===== config.mk =====
export PLATFORM = sky130hd
export DESIGN_NAME = letter_serial_tx_flat
export DESIGN_NICKNAME = d
export VERILOG_FILES = /design/src/rtl/letter_serial_pkg.sv /design/src/rtl/letter_serial_tx_if.sv /design/src/rtl/bit_timer.sv /design/src/rtl/letter_serial_tx.sv /design/src/flat_wrapper.sv
export SDC_FILE = /design/constraint.sdc
export NUM_CORES = 1
export LEC_CHECK = 0
export ABC_AREA = 1
export CAP_MARGIN = 20
export CORE_MARGIN = 2
export CORE_UTILIZATION = 25
export CTS_BUF_LIST = sky130_fd_sc_hd__clkbuf_16
export DETAILED_ROUTE_END_ITERATION = 8
export PLACE_DENSITY_LB_ADDON = 0.2
export SYNTH_ARGS = -nofsm -noshare
export SYNTH_HDL_FRONTEND = slang
export SYNTH_HIERARCHICAL = 1
export SYNTH_SLANG_ARGS = --single-unit

===== constraint.sdc =====
create_clock -name CLK -period 4.7 [get_ports CLK]
set_input_delay 1.175 -clock CLK [delete_from_list [all_inputs] [get_ports CLK]]
set_output_delay 1.175 -clock CLK [all_outputs]
set_load 0.05 [all_outputs]

===== src/rtl/letter_serial_pkg.sv =====
// Shared types and frame constants for the letter serial transmitter.
package letter_serial_pkg;

    typedef enum logic [1:0] {StIdle, StStart, StData, StStop} tx_state_e;

    localparam int unsigned DEFAULT_CLKS_PER_BIT = 4;
    localparam int unsigned DATA_BITS            = 8;
    localparam logic        START_LEVEL          = 1'b0;
    localparam logic        STOP_LEVEL           = 1'b1;

endpackage


===== src/rtl/letter_serial_tx_if.sv =====
// Valid/ready letter handshake between the letter source and the transmitter.
interface letter_serial_tx_if;

    logic [7:0] letter;
    logic       letter_valid;
    logic       letter_ready;

    modport master (output letter, output letter_valid, input letter_ready);
    modport slave  (input letter, input letter_valid, output letter_ready);

endinterface


===== src/rtl/bit_timer.sv =====
// Bit-period counter: counts 0..CLKS_PER_BIT-1 and flags the terminal count.
module bit_timer #(
    parameter int unsigned CLKS_PER_BIT = 4
) (
    input  logic clk,
    input  logic rst,
    input  logic restart,
    output logic tick
);

    localparam logic [7:0] LAST = 8'(CLKS_PER_BIT - 1);

    logic [7:0] count_q;

    assign tick = (count_q == LAST);

    always_ff @(posedge clk) begin
        if (rst || restart || tick) begin
            count_q <= '0;
        end else begin
            count_q <= count_q + 8'd1;
        end
    end

endmodule


===== src/rtl/letter_serial_tx.sv =====
// 8N1 serial transmitter with a one-entry hold register for back-to-back frames.
module letter_serial_tx
    import letter_serial_pkg::*;
#(
    parameter int unsigned CLKS_PER_BIT = DEFAULT_CLKS_PER_BIT
) (
    input  logic                    CLK,
    input  logic                    RST,
    letter_serial_tx_if.slave       lif,
    output logic                    tx,
    output logic                    busy,
    output logic                    frame_done,
    output logic [15:0]             frames_sent
);

    tx_state_e   state_q;
    logic [7:0]  hold_q;
    logic        hold_full_q;
    logic        hold_full_d;
    logic        ready_q;
    logic [7:0]  shift_q;
    logic [2:0]  bit_idx_q;
    logic        tx_q;
    logic        frame_done_q;
    logic [15:0] frames_sent_q;

    logic tick;
    logic last_bit;
    logic accept;
    logic state_change;
    logic hold_load;

    assign last_bit = (bit_idx_q == 3'(DATA_BITS - 1));
    assign accept   = lif.letter_valid && ready_q;

    always_comb begin
        state_change = 1'b0;
        unique case (state_q)
            StIdle:          state_change = hold_full_q;
            StStart, StStop: state_change = tick;
            StData:          state_change = tick && last_bit;
            default:         state_change = 1'b0;
        endcase
    end

    // The hold register drains into the shifter when leaving IDLE or ending STOP.
    assign hold_load = state_change && hold_full_q && (state_q == StIdle || state_q == StStop);

    always_comb begin
        hold_full_d = hold_full_q;
        if (accept) begin
            hold_full_d = 1'b1;
        end else if (hold_load) begin
            hold_full_d = 1'b0;
        end
    end

    bit_timer #(
        .CLKS_PER_BIT (CLKS_PER_BIT)
    ) u_bit_timer (
        .clk     (CLK),
        .rst     (RST),
        .restart (state_change),
        .tick    (tick)
    );

    always_ff @(posedge CLK) begin
        if (RST) begin
            state_q       <= StIdle;
            hold_q        <= '0;
            hold_full_q   <= 1'b0;
            ready_q       <= 1'b0;
            shift_q       <= '0;
            bit_idx_q     <= '0;
            tx_q          <= STOP_LEVEL;
            frame_done_q  <= 1'b0;
            frames_sent_q <= '0;
        end else begin
            hold_full_q  <= hold_full_d;
            ready_q      <= !hold_full_d;
            frame_done_q <= 1'b0;
            if (accept) begin
                hold_q <= lif.letter;
            end
            unique case (state_q)
                StIdle: begin
                    tx_q <= STOP_LEVEL;
                    if (hold_full_q) begin
                        shift_q <= hold_q;
                        tx_q    <= START_LEVEL;
                        state_q <= StStart;
                    end
                end
                StStart: begin
                    if (tick) begin
                        tx_q      <= shift_q[0];
                        bit_idx_q <= '0;
                        state_q   <= StData;
                    end
                end
                StData: begin
                    if (tick) begin
                        if (last_bit) begin
                            tx_q    <= STOP_LEVEL;
                            state_q <= StStop;
                        end else begin
                            tx_q      <= shift_q[1];
                            shift_q   <= shift_q >> 1;
                            bit_idx_q <= bit_idx_q + 3'd1;
                        end
                    end
                end
                StStop: begin
                    if (tick) begin
                        frame_done_q  <= 1'b1;
                        frames_sent_q <= frames_sent_q + 16'd1;
                        if (hold_full_q) begin
                            shift_q <= hold_q;
                            tx_q    <= START_LEVEL;
                            state_q <= StStart;
                        end else begin
                            state_q <= StIdle;
                        end
                    end
                end
                default: state_q <= StIdle;
            endcase
        end
    end

    assign lif.letter_ready = ready_q;
    assign tx               = tx_q;
    assign busy             = (state_q != StIdle) || hold_full_q;
    assign frame_done       = frame_done_q;
    assign frames_sent      = frames_sent_q;

endmodule


===== src/flat_wrapper.sv =====
// flat-port wrapper written by rule: the top's interface ports become plain ports
module letter_serial_tx_flat import letter_serial_pkg::*;
#(
    parameter int unsigned CLKS_PER_BIT = DEFAULT_CLKS_PER_BIT
)
  (CLK, RST, tx, busy, frame_done, frames_sent, lif_letter, lif_letter_valid, lif_letter_ready);
  letter_serial_tx_if lif_i ();
  input  logic CLK;
  input  logic RST;
  output logic tx;
  output logic busy;
  output logic frame_done;
  output logic [15:0] frames_sent;
  input wire logic [$bits(lif_i.letter)-1:0] lif_letter;
  input wire logic [$bits(lif_i.letter_valid)-1:0] lif_letter_valid;
  output wire logic [$bits(lif_i.letter_ready)-1:0] lif_letter_ready;
  assign lif_i.letter = lif_letter;
  assign lif_i.letter_valid = lif_letter_valid;
  assign lif_letter_ready = lif_i.letter_ready;
  letter_serial_tx #(.CLKS_PER_BIT(CLKS_PER_BIT)) u_core (.CLK(CLK), .RST(RST), .lif(lif_i), .tx(tx), .busy(busy), .frame_done(frame_done), .frames_sent(frames_sent));
endmodule

After elaboration in Yosys (flattened, before gate mapping). Cells that the tools add are included.

Memories kept: 0. Bits in read-only memories: 0. Bits in writable memories: 0. Output and inout bits: 20. Word-level logic and storage cells: 73. Latch bits: 0. Input bits: 11. Bits in registers: 49.

Shifts and indexed selects: 0. Multiplexer cells: 27. Div/mod/pow operators: 0. Magnitude comparators: 0. Reductions and logical operators: 20. Equal/unequal tests: 12. Add/subtract/negate cells: 3. Bitwise gates (word level): 1. Multipliers: 0.

Operators by type and width (number): 8-bit 2-to-1 mux (4); 8-bit one-hot mux with 3 select lines (1); 16-bit by 1-bit adder with 16-bit output (second input constant) (1); 2-bit by 1-bit inequality test with 1-bit output (second input constant) (6); 4-bit AND reduction (3); 1-bit 2-to-1 mux (10); 2-bit 2-to-1 mux (5); 3-bit 2-to-1 mux (3); 8-bit by 1-bit adder with 8-bit output (second input constant) (1); 8-bit by 2-bit == test with 1-bit output (second input constant) (1); 2-bit one-hot mux with 4 select lines (1); 3-bit one-hot mux with 2 select lines (1); 5-bit AND reduction (1); 2-bit == test (second input constant) (2); 1-bit logical AND (4); 1-bit logical OR (4); 1-bit one-hot mux with 4 select lines (1); 2-bit nonzero test (2); 2-bit OR reduction (2); 3-bit by 1-bit adder with 3-bit output (second input constant) (1); 3-bit == test (second input constant) (1); 1-bit one-hot mux with 3 select lines (1); 3-bit nonzero test (1); 2-bit by 1-bit == test with 1-bit output (second input constant) (1); other kinds (5) (5).

Depth between registers and ports, before layout.
Word-level depth: 8. Mapped depth: 13. Gate-level depth less buffers: 13.

Cells and area by module. Netlist, hierarchy kept.

By module, submodules not included: letter_serial_tx (seq. area each 820.8 µm², instances 1, area an instance 1986.9 µm², cells an instance 291); bit_timer (seq. area each 160.2 µm², instances 1, area an instance 459.2 µm², cells an instance 66).

Worst setup path before layout. Ideal clock, no wire load.

Path kind: reg-to-output. Start: reg u_core.state_q[0]. End: out busy. Slack: 2.509 ns. Stages on the path, launching flop included: 4. Arrival: 1.016 ns. Buffers on the path: 0. Cells stage by stage: dfxtp_1 -> inv_1 -> ha_1 -> nand2_1.

Cells in the longest elaborated chain, start to end: 2.

Ends and longest elaborated chain: start, declared (line letter_serial_tx.sv:16) `tx_state_e state_q;`; start signal, assigned (line letter_serial_tx.sv:69) `state_q <= StIdle;`; start signal, assigned (line letter_serial_tx.sv:91) `state_q <= StStart;`; start signal, assigned (line letter_serial_tx.sv:98) `state_q <= StData;`; 2-bit nonzero test (line letter_serial_tx.sv:133) `assign busy = (state_q != StIdle) || hold_full_q;`; 1-bit logical OR (line letter_serial_tx.sv:133); end, declared (line flat_wrapper.sv:11) `output logic busy;`.

No other way between the ends.

Final worst setup path. Ends and elaborated chain as after synthesis.

==> metrics.md <==
| Metric | Value |
|---|---|
| I/O pin cnt | 31 |
| Mapped Avg Cell Area | 6.85 um2 |
| Deepest clock path buffer count | 2 |
| Vias in the first global route | 2,127 |
| Synth unique cells | 29 |
| Number of H-tree levels | 2 |
| Post-Route WL | 5.62 mm |
| Root Driver | clkbuf_16 |
| Slew Limit Fails | 0 |
| Avg WL per Cell | 10.8 um |
| Largest net degree at the start of global routing | 27 |
| Initial antenna violation count | 0 |
| Critical Path AT | 1.96 ns |
| Dpl cell area | 2890 um2 |
| Total CTS buffers | 5 |
| Sequential area share after synthesis | 0.401 |
| RSZ-0062 raised after global routing | no |
| Placer Congestion | 0.790 |
| Ys Warns | 6 |
| Final Hold Viols | 0 |
| Total global-route track usage | 0.116 |
| TritonRoute pass-1 iters | 5 |
| Core Region | 9640 um2 |
| CP required | 3.52 ns |
| Power Density | 423 nW/um2 |
| Final Hold Slack | 0.470 ns |
| Final Instance Area | 3050 um2 |
| Max IR drop VDD | 0.172 mV |
| Routed via count | 2,195 |
| Cell Count Post-Placement | 514 |
| Leak | 1.24 nW |
| Yosys reg bits | 49 |
| Worst hold-check path type | flip-flop to flip-flop |
| Final Util | 0.316 |
| Area growth syn-to-layout | 24.7% |
| Non-filler cells in the finished layout | 522 |
| ANT cells | 0 |
| Clk_skew | 0.00383 ns |
| Worst-path fanout max | 6 |
| Final ANT Viol Nets | 0 |
| GR Overflow Total | 0 |
| CTS Hold Bufs | 0 |
| Post-CTS setup buffers | 0 |
| Status | completed |
| Filler cells | 1,095 |
| Min Tclk post-route | 3.13 ns |
| Die ar. | 10,600 um2 |
| Initial Util | 0.254 |
| DR vias/cell | 4.20 |
| Violation count after the first detailed-route iteration | 91 |
| # DRC | 0 |
| CP Launch Type | flip-flop |
| Finish-stage setup viols | 0 |
| Synth Cell Area | 2450 um2 |
| First-pass GRT wire length | 9.87 mm |
| Final period util | 0.666 |
| CTS resizes | 0 |
| Share of layout cells above drive strength 1 | 0.0797 |
| Clock transition at path regs | 0.07 ns |
| Setup_tns | 0 ns |
| Max Fclk | 319 MHz |
| Measured slew at the worst slew-check pin | 0.790 ns |
| Syn nets | 378 |
| CP endpoint kind | primary output |
| Synth Instances | 357 |
| Crit Path Category | flip-flop to primary output |
| Die W | 103 um |
| Input/output buffers | 30 |
| Die outline height | 103 um |
| Nets | 409 |
| Worst-Skew Late Latency | 0.28 ns |
| Maxcap violations | 0 |
| CTS tree | built |
| Max_slew headroom | 0.472 |
| Detailed Place HPWL | 4.04 mm |
| Clock sinks | 49 |
| Row count | 36 |
## final cells by class
cell class / instances / area (um2) / share of cell area
Tap cell: 133 / 166 / 0.0546
Sequential cell: 49 / 981 / 0.322
Clock inverter: 3 / 37.5 / 0.0123
Inverter: 37 / 141 / 0.0464
Multi-Input combinational cell: 265 / 1300 / 0.426
Timing Repair Buffer: 30 / 300 / 0.0985
Clock buffer: 5 / 125 / 0.0410
## critical path, cell delays in order (launching register included)
cell	delay, ns
dfxtp_1	0.43
inv_1	0.11
ha_1	0.21
nand2_1	0.11
clkdlybuf4s50_1	0.81
## worst paths after layout
kind / slack, ns / cells past startpoint / from / end
worst max-delay path: 1.57 / 4 / u_core/state_q[0]$_SDFFE_PP0P_ / busy
worst min-delay path: 0.47 / 2 / u_core/bit_idx_q[1]$_SDFFE_PP0P_ / u_core/bit_idx_q[1]$_SDFFE_PP0P_
worst max register to register: 2.70 / 8 / u_core/state_q[0]$_SDFFE_PP0P_ / u_core/shift_q[2]$_SDFFE_PP0P_
worst min register to register: 0.47 / 2 / u_core/bit_idx_q[1]$_SDFFE_PP0P_ / u_core/bit_idx_q[1]$_SDFFE_PP0P_
## metrics by stage
| step | total power (W) | setup WS [ns] |
|---|---|---|
| after floorplan | 0.000803 | 2.51 |
| after global placement | 0.000900 | 1.59 |
| after detailed placement | 0.000901 | 1.56 |
| after CTS | 0.00131 | 1.56 |
| after global routing | 0.00138 | 1.48 |
| final | 0.00129 | 1.57 |
## layout by cell type (no fill, tap or decap), types with 6 or more instances in the layout
master and count:
a21oi_1 10, dfxtp_1 49, o21ai_1 11, nand4_1 6, ha_1 10, nor2_1 81
nand2_1 89, inv_1 33, o21ai_0 14, nand3_1 13, clkdlybuf4s50_1 30
## kinds of logic (layout without fill, tap and decap cells)
kind of cell,count (synthesis),in the layout,share of synthesized area
simple gates,207,207,0.363
flops,49,49,0.401
compound gates,44,44,0.102
buf+inv,43,75,0.0685
fa+ha+maj,10,10,0.0512
xor+xnor,4,4,0.0143
## power breakdown
| part | switching [W] | leakage [nW] | internal (W) |
|---|---|---|---|
| combinational | 0.000253 | 0.754 | 0.000127 |
| sequential | 0.0000367 | 0.399 | 0.000470 |
| clock | 0.000155 | 0.0826 | 0.000248 |
## per-layer routing
metal	global-route usage	share of wire
met1	0.167	0.52
met2	0.173	0.43
met3	0.0237	0.031
met4	0.0374	0.014
met5	0	0
## Yosys cell counts
| cell | n | area [um2] |
|---|---|---|
| a31oi_1 | 2 | 12.5 |
| inv_1 | 32 | 120 |
| nand4_1 | 6 | 37.5 |
| dfxtp_1 | 49 | 981 |
| nor3_2 | 1 | 10.0 |
| clkbuf_1 | 3 | 11.3 |
| a21oi_1 | 10 | 50.1 |
| or2_1 | 1 | 6.26 |
| xor2_1 | 4 | 35.0 |
| nand2_2 | 5 | 31.3 |
| nor2_4 | 3 | 33.8 |
| o21ai_0 | 14 | 70.1 |
| o21bai_2 | 1 | 11.3 |
| clkinv_2 | 2 | 10.0 |
| buf_2 | 3 | 15.0 |
| o211ai_1 | 1 | 7.51 |
| nor3b_1 | 1 | 7.51 |
| a21oi_2 | 4 | 35.0 |
| nand2_1 | 89 | 334 |
| nor3_1 | 1 | 5.00 |
| nand3_2 | 3 | 30.0 |
| o21bai_1 | 1 | 7.51 |
| ha_1 | 10 | 125 |
| inv_2 | 3 | 11.3 |
| nand3_1 | 13 | 65.1 |
| nor2_2 | 2 | 12.5 |
| nand2_4 | 1 | 11.3 |
| nor2_1 | 81 | 304 |
| o21ai_1 | 11 | 55.1 |
## registers in the layout, indices dropped and copies added, names as in the netlist
signal / count
u_core/shift_q: 8
u_core/frame_done: 1
u_core/state_q: 2
u_core/frames_sent: 16
u_core/bit_idx_q: 3
u_core/lif.letter_ready: 1
u_core/hold_full_q: 1
u_core/hold_q: 8
u_core/tx: 1
u_core/u_bit_timer/count_q: 8
No activity file was read; power rests on OpenSTA's default activity.
